## src/rtl/eep_spi_resp.sv

```systemverilog
// SPI mode-0 responder fronting a 64x8 calibration store. Takes 16-bit command frames.
// Read data is returned full-duplex on the frame that follows the command.
module eep_spi_resp #(
  parameter logic [7:0] INIT_VAL = 8'h80
) (
  input  logic clk,
  input  logic rst,
  input  logic SCLK,
  input  logic MOSI,
  input  logic SS_n,
  input  logic wp,
  output logic MISO,
  output logic xfer_done,
  output logic xfer_err
);

  typedef enum logic [1:0] {IDLE, SHIFT, COMMIT, ABORT} state_t;

  // The synchronizers are not reset, so they keep tracking the pins while rst is
  // high. If SS_n is held low through reset, no fall is seen when rst releases.
  logic [2:0] sclk_q, ss_q;
  logic [1:0] mosi_q;

  always_ff @(posedge clk) begin
    sclk_q <= {sclk_q[1:0], SCLK};
    ss_q   <= {ss_q[1:0], SS_n};
    mosi_q <= {mosi_q[0], MOSI};
  end

  logic sclk_rise, sclk_fall, ss_fall, ss_rise;
  assign sclk_rise = sclk_q[1] & ~sclk_q[2];
  assign sclk_fall = ~sclk_q[1] & sclk_q[2];
  assign ss_fall   = ~ss_q[1] & ss_q[2];
  assign ss_rise   = ss_q[1] & ~ss_q[2];

  state_t      state;
  logic [15:0] rx_shift, tx_shift, resp;
  logic [4:0]  bit_cnt;
  logic        pend;
  logic [7:0]  store [64];

  logic [1:0]  op;
  logic [5:0]  addr;
  logic [7:0]  data;
  assign op   = rx_shift[15:14];
  assign addr = rx_shift[13:8];
  assign data = rx_shift[7:0];

  always_ff @(posedge clk) begin
    if (rst) begin
      state     <= IDLE;
      rx_shift  <= '0;
      tx_shift  <= '0;
      resp      <= '0;
      bit_cnt   <= '0;
      pend      <= 1'b0;
      MISO      <= 1'b0;
      xfer_done <= 1'b0;
      xfer_err  <= 1'b0;
      for (int i = 0; i < 64; i++) store[i] <= INIT_VAL;
    end else begin
      xfer_done <= 1'b0;
      xfer_err  <= 1'b0;
      MISO      <= (state == SHIFT) & tx_shift[15];
      case (state)
        IDLE: begin
          if (ss_fall || pend) begin
            tx_shift <= resp;
            bit_cnt  <= '0;
            pend     <= 1'b0;
            state    <= SHIFT;
          end
        end
        SHIFT: begin
          // ss_rise wins over any SCLK edge in the same clk
          if (ss_rise) begin
            state <= (bit_cnt == 5'd16) ? COMMIT : ABORT;
          end else begin
            if (sclk_rise && bit_cnt < 5'd16) begin
              rx_shift <= {rx_shift[14:0], mosi_q[1]};
              bit_cnt  <= bit_cnt + 5'd1;
            end
            if (sclk_fall && bit_cnt >= 5'd1 && bit_cnt < 5'd16)
              tx_shift <= {tx_shift[14:0], 1'b0};
          end
        end
        COMMIT: begin
          xfer_done <= 1'b1;
          pend      <= ss_fall;
          state     <= IDLE;
          case (op)
            2'b00: resp <= {2'b00, addr, store[addr]};
            2'b01: begin
              if (wp) begin
                resp     <= {2'b10, addr, 8'h00};
                xfer_err <= 1'b1;
              end else begin
                store[addr] <= data;
                resp        <= {2'b01, addr, data};
              end
            end
            default: resp <= {2'b11, 14'h0};
          endcase
        end
        default: begin
          resp     <= '0;
          xfer_err <= 1'b1;
          pend     <= ss_fall;
          state    <= IDLE;
        end
      endcase
    end
  end

endmodule

```

## config.mk

```make
export PLATFORM = sky130hd
export DESIGN_NAME = eep_spi_resp
export DESIGN_NICKNAME = d
export VERILOG_FILES = /design/src/rtl/eep_spi_resp.sv
export SDC_FILE = /design/constraint.sdc
export NUM_CORES = 1
export LEC_CHECK = 0
export ABC_AREA = 0
export CORE_MARGIN = 2
export CORE_UTILIZATION = 57
export CTS_CLUSTER_SIZE = 25
export DETAILED_ROUTE_END_ITERATION = 7
export GPL_ROUTABILITY_DRIVEN = 0
export PLACE_DENSITY = 0.85
export SETUP_SLACK_MARGIN = 0.1
export SYNTH_ARGS = -nofsm -noshare
export SYNTH_HDL_FRONTEND = slang
export SYNTH_SLANG_ARGS = --single-unit
```

## constraint.sdc

```tcl
create_clock -name clk -period 2.65 [get_ports clk]
set_input_delay 0.265 -clock clk [delete_from_list [all_inputs] [get_ports clk]]
set_output_delay 0.265 -clock clk [all_outputs]
set_load 0.02 [all_outputs]
```

==> impl_metrics.tcl <==
set metrics [dict create \
    outcome "finished clean" \
    post_synth_num_cell_types 66 \
    detailedRoute.firstPassIterationCount 6 \
    worst-path-max-fanout 40 \
    yosys_register_bits 585 \
    final_common_cell "sky130_fd_sc_hd__edfxtp_1" \
    port_buffers 8 \
    fin_crit_sh_pct 94.0 \
    critical_path.reg2reg.endpoint "store[20][2]" \
    proportion_of_synthesized_chip_area_in_sequential_cells_pct 62.6 \
    power_switching_share_pct 20.9 \
    timing.hold.worst_endpoint "xfer_done" \
    criticalPathCategory "flip-flop to flip-flop" \
    multiInputGateArea_mm2 0.00909 \
    htree_levels 2 \
    design.core.area_mm2 0.0466 \
    synth-main-ff-cell "sky130_fd_sc_hd__edfxtp_1" \
    mappedNetlistArea_mm2 0.0269 \
    final_cell_mix "512 x sky130_fd_sc_hd__edfxtp_1, 322 x sky130_fd_sc_hd__and2_1, 182 x sky130_fd_sc_hd__buf_4" \
    tritoncts_clock_tree "done" \
    synth-async-reset-ratio_pct 0 \
    grt.overflow.total 0 \
    internal-power_mw 14.8 \
    timing_worst_slew_pin_value_ns 0.780 \
    grt_max_degree 52 \
    cp-start-kind "flip-flop" \
    fp.dieArea_mm2 0.0490 \
    timing.hold.worst_path_depth 3 \
    ir_worst_vdd_mv 0.587 \
    report.final.slew_viol_count 0 \
    final_nets 2052 \
    drt_iter0_markers 2683 \
    achievable-frequency_ghz 0.402 \
    slew_headroom_pct 48.0 \
    total_power_mw 18.8 \
    antenna_found_initial 0 \
    clock-skew-final_ns 0.0240 \
    synthDominantAreaCellType "sky130_fd_sc_hd__edfxtp_1" \
    reg2reg_depth 6 \
    cts_num_sinks 585 \
    mapped_avg_cell_area_um2 13.6 \
    route.detailed.drc 0 \
    synth_top_cells_by_area "sky130_fd_sc_hd__edfxtp_1 57%, sky130_fd_sc_hd__and2_1 7.5%, sky130_fd_sc_hd__mux4_2 6.3%" \
    syn_nets 1982 \
    critical_path_arrival_ns 2.81 \
    routed-via-count 17892 \
    cap_viol_max_count 0 \
    worst_hold_start "rst" \
    ff_latch_area_mm2 0.0169 \
    avgViaCountPerCell 6.63 \
    finalWorstPathRequiredPeriod_ns 2.49 \
    setup.reg_to_reg.worst_slack_ns 0.16 \
    wl_per_cell_um 26.0 \
    chipWidth_um 221 \
    comb_power_share_pct 3.2 \
    global_route_wire_length_before_repair_um 106000 \
    seqPwrFrac_pct 55.2 \
    dp_hpwl_um 45500 \
    setup_violations 0 \
    yosys_warnings 0 \
    setup_repair_after_global_routing_missed_its_margin "no" \
    min-delay-path-class "input port to flip-flop" \
    cts-buffers-inserted 58 \
    floorplan.rows 79 \
    die_ht_um 221 \
    fin_hold_ws_ns 0.0914 \
    finalHoldViolCount 0 \
    clk_path_buf_depth 3 \
    crit-reg2reg-launch "rx_shift[15]" \
    first_global_vias 17566 \
    clk_latency_ns 0.62 \
    timing.critical_path.to_type "flip-flop" \
    syn_inst 1973 \
    synth_edf_count 512 \
    total_leakage_power_nw 10.3 \
    clock_pin_transition_on_the_worst_setup_and_hold_timing_paths_ns 0.06 \
    clkPwrFrac_pct 41.6 \
    area_delta_synth_final_pct 12.5 \
    power_per_cell_area_mw_per_mm2 620 \
    io_pins 9 \
    initial_core_util_pct 57.8 \
    worst_ep_required_time_ns 2.97 \
    filler_cell_count 3039 \
    cts-root-buf "sky130_fd_sc_hd__clkbuf_16" \
    power.switching_mw 3.92 \
    ant_nets 0 \
    yosysTopAreaCellShare_pct 57.1 \
    drive_above_1_share_pct 18.5 \
    wl_um 70200 \
    grtUsageTotal_pct 28.3 \
]
[cells by family after synthesis]
family	count (synthesis)	synth area share [%]
compound gates	187	4.53
mux	175	12.4
fa+ha+maj	3	0.140
buf+inv	205	3.69
simple gates	816	16.6
xor+xnor	2	0.0651
flops	585	62.6
[repair_timing]
action / in CTS / in global routing
hold buffers: 0 / 0
setup buffers: 1 / 5
setup endpoints to repair: 1 / 11
gates resized for setup: 0 / 1
cloned: 0 / 0
[stage by stage]
stage | TNS, ns | area [um^2] | setup WS, ns | util (%) | cells
2_1_floorplan | 0 | 26900 | 0.147 | - | 1973
4_1_cts | 0 | 30200 | 0.167 | 64.9 | 2693
3_3_place_gp | 0 | 28400 | 0.0988 | 61.0 | 2584
3_5_place_dp | -0.202 | 28400 | -0.0290 | 61.0 | 2584
5_1_grt | 0 | 30300 | 0.111 | 65.0 | 2698
6_report | 0 | 30300 | 0.160 | 65.0 | 2699
[how the worst max path moves through the flow]
stage | start | endpoint | slack [ns] | cells past startpoint
floorplan | rx_shift[14] | store[13][0] | 0.15 | 6
global placement | wp | store[41][5] | 0.1 | 7
detailed placement | wp | store[24][3] | -0.03 | 7
CTS | flip-flop | resp[4] | 0.17 | 7
global route | rx_shift[15] | store[53][4] | 0.11 | 6
finish | rx_shift[15] | store[20][2] | 0.16 | 6
[metal layers]
metal,part of all wire [%],track usage (%),vias to the layer above
met5,0,0,-
met4,4.8,13.2,0
met3,12,7.34,249
met2,48,45.3,1352
met1,35,36.5,8769
li1,-,-,7522
[power by group through the flow]
stage | Combinational [mW] | Sequential (mW) | Clock, mW
final | 0.600 | 10.3 | 7.81
after global routing | 0.631 | 10.4 | 8.19
after CTS | 0.586 | 10.3 | 7.83
after detailed placement | 0.582 | 10.5 | 0
after global placement | 0.555 | 10.5 | 0
after floorplan | 0.323 | 10.5 | 0
[registers in the layout, summed over array words and instances (netlist names), named ones only]
name and count:
bit_cnt 5, ss_q 3, state 2, xfer_err 1, rx_shift 16, xfer_done 1, store 512, pend 1
MISO 1, resp 16, sclk_q 3, tx_shift 16, mosi_q 2
[synthesized netlist by cell type, types with 5 or more instances]
library cell	instances
sky130_fd_sc_hd__buf_6	10
sky130_fd_sc_hd__and2_1	322
sky130_fd_sc_hd__buf_4	5
sky130_fd_sc_hd__clkbuf_1	135
sky130_fd_sc_hd__nor3_1	138
sky130_fd_sc_hd__nand4_1	6
sky130_fd_sc_hd__a21oi_1	26
sky130_fd_sc_hd__o22ai_1	8
sky130_fd_sc_hd__nand2b_1	8
sky130_fd_sc_hd__mux4_1	40
sky130_fd_sc_hd__nand2_1	76
sky130_fd_sc_hd__nor2b_1	17
sky130_fd_sc_hd__edfxtp_1	512
sky130_fd_sc_hd__dfxtp_1	73
sky130_fd_sc_hd__and3_1	8
sky130_fd_sc_hd__o211ai_1	5
sky130_fd_sc_hd__a31oi_1	6
sky130_fd_sc_hd__nand3b_1	8
sky130_fd_sc_hd__nor2_1	127
sky130_fd_sc_hd__buf_1	13
sky130_fd_sc_hd__or3_1	67
sky130_fd_sc_hd__inv_1	8
sky130_fd_sc_hd__nand3_1	14
sky130_fd_sc_hd__buf_12	6
sky130_fd_sc_hd__o21ai_0	70
sky130_fd_sc_hd__a22oi_1	21
sky130_fd_sc_hd__a311oi_1	16
sky130_fd_sc_hd__buf_2	26
sky130_fd_sc_hd__mux4_2	75
sky130_fd_sc_hd__mux2i_1	56
sky130_fd_sc_hd__nor4_1	5
[layout make-up]
class / count / area share [%]
Clock inverter: 30 / 0.649
Tap cell: 607 / 2.51
Timing Repair Buffer: 205 / 5.75
Multi-Input combinational cell: 1183 / 30.0
Sequential cell: 585 / 55.7
Clock buffer: 78 / 5.23
Inverter: 10 / 0.124
Antenna cell: 1 / 0.00827
[worst max-delay path: stages (launching register included)]
cell and delay, ns:
sky130_fd_sc_hd__dfxtp_1 0.44, sky130_fd_sc_hd__or3b_1 0.47, sky130_fd_sc_hd__nor3_2 0.31, sky130_fd_sc_hd__nand2_1 0.16
sky130_fd_sc_hd__buf_12 0.20, sky130_fd_sc_hd__o21ai_0 0.31, sky130_fd_sc_hd__buf_4 0.24
Note: power is estimated with default switching activity, not from simulation.
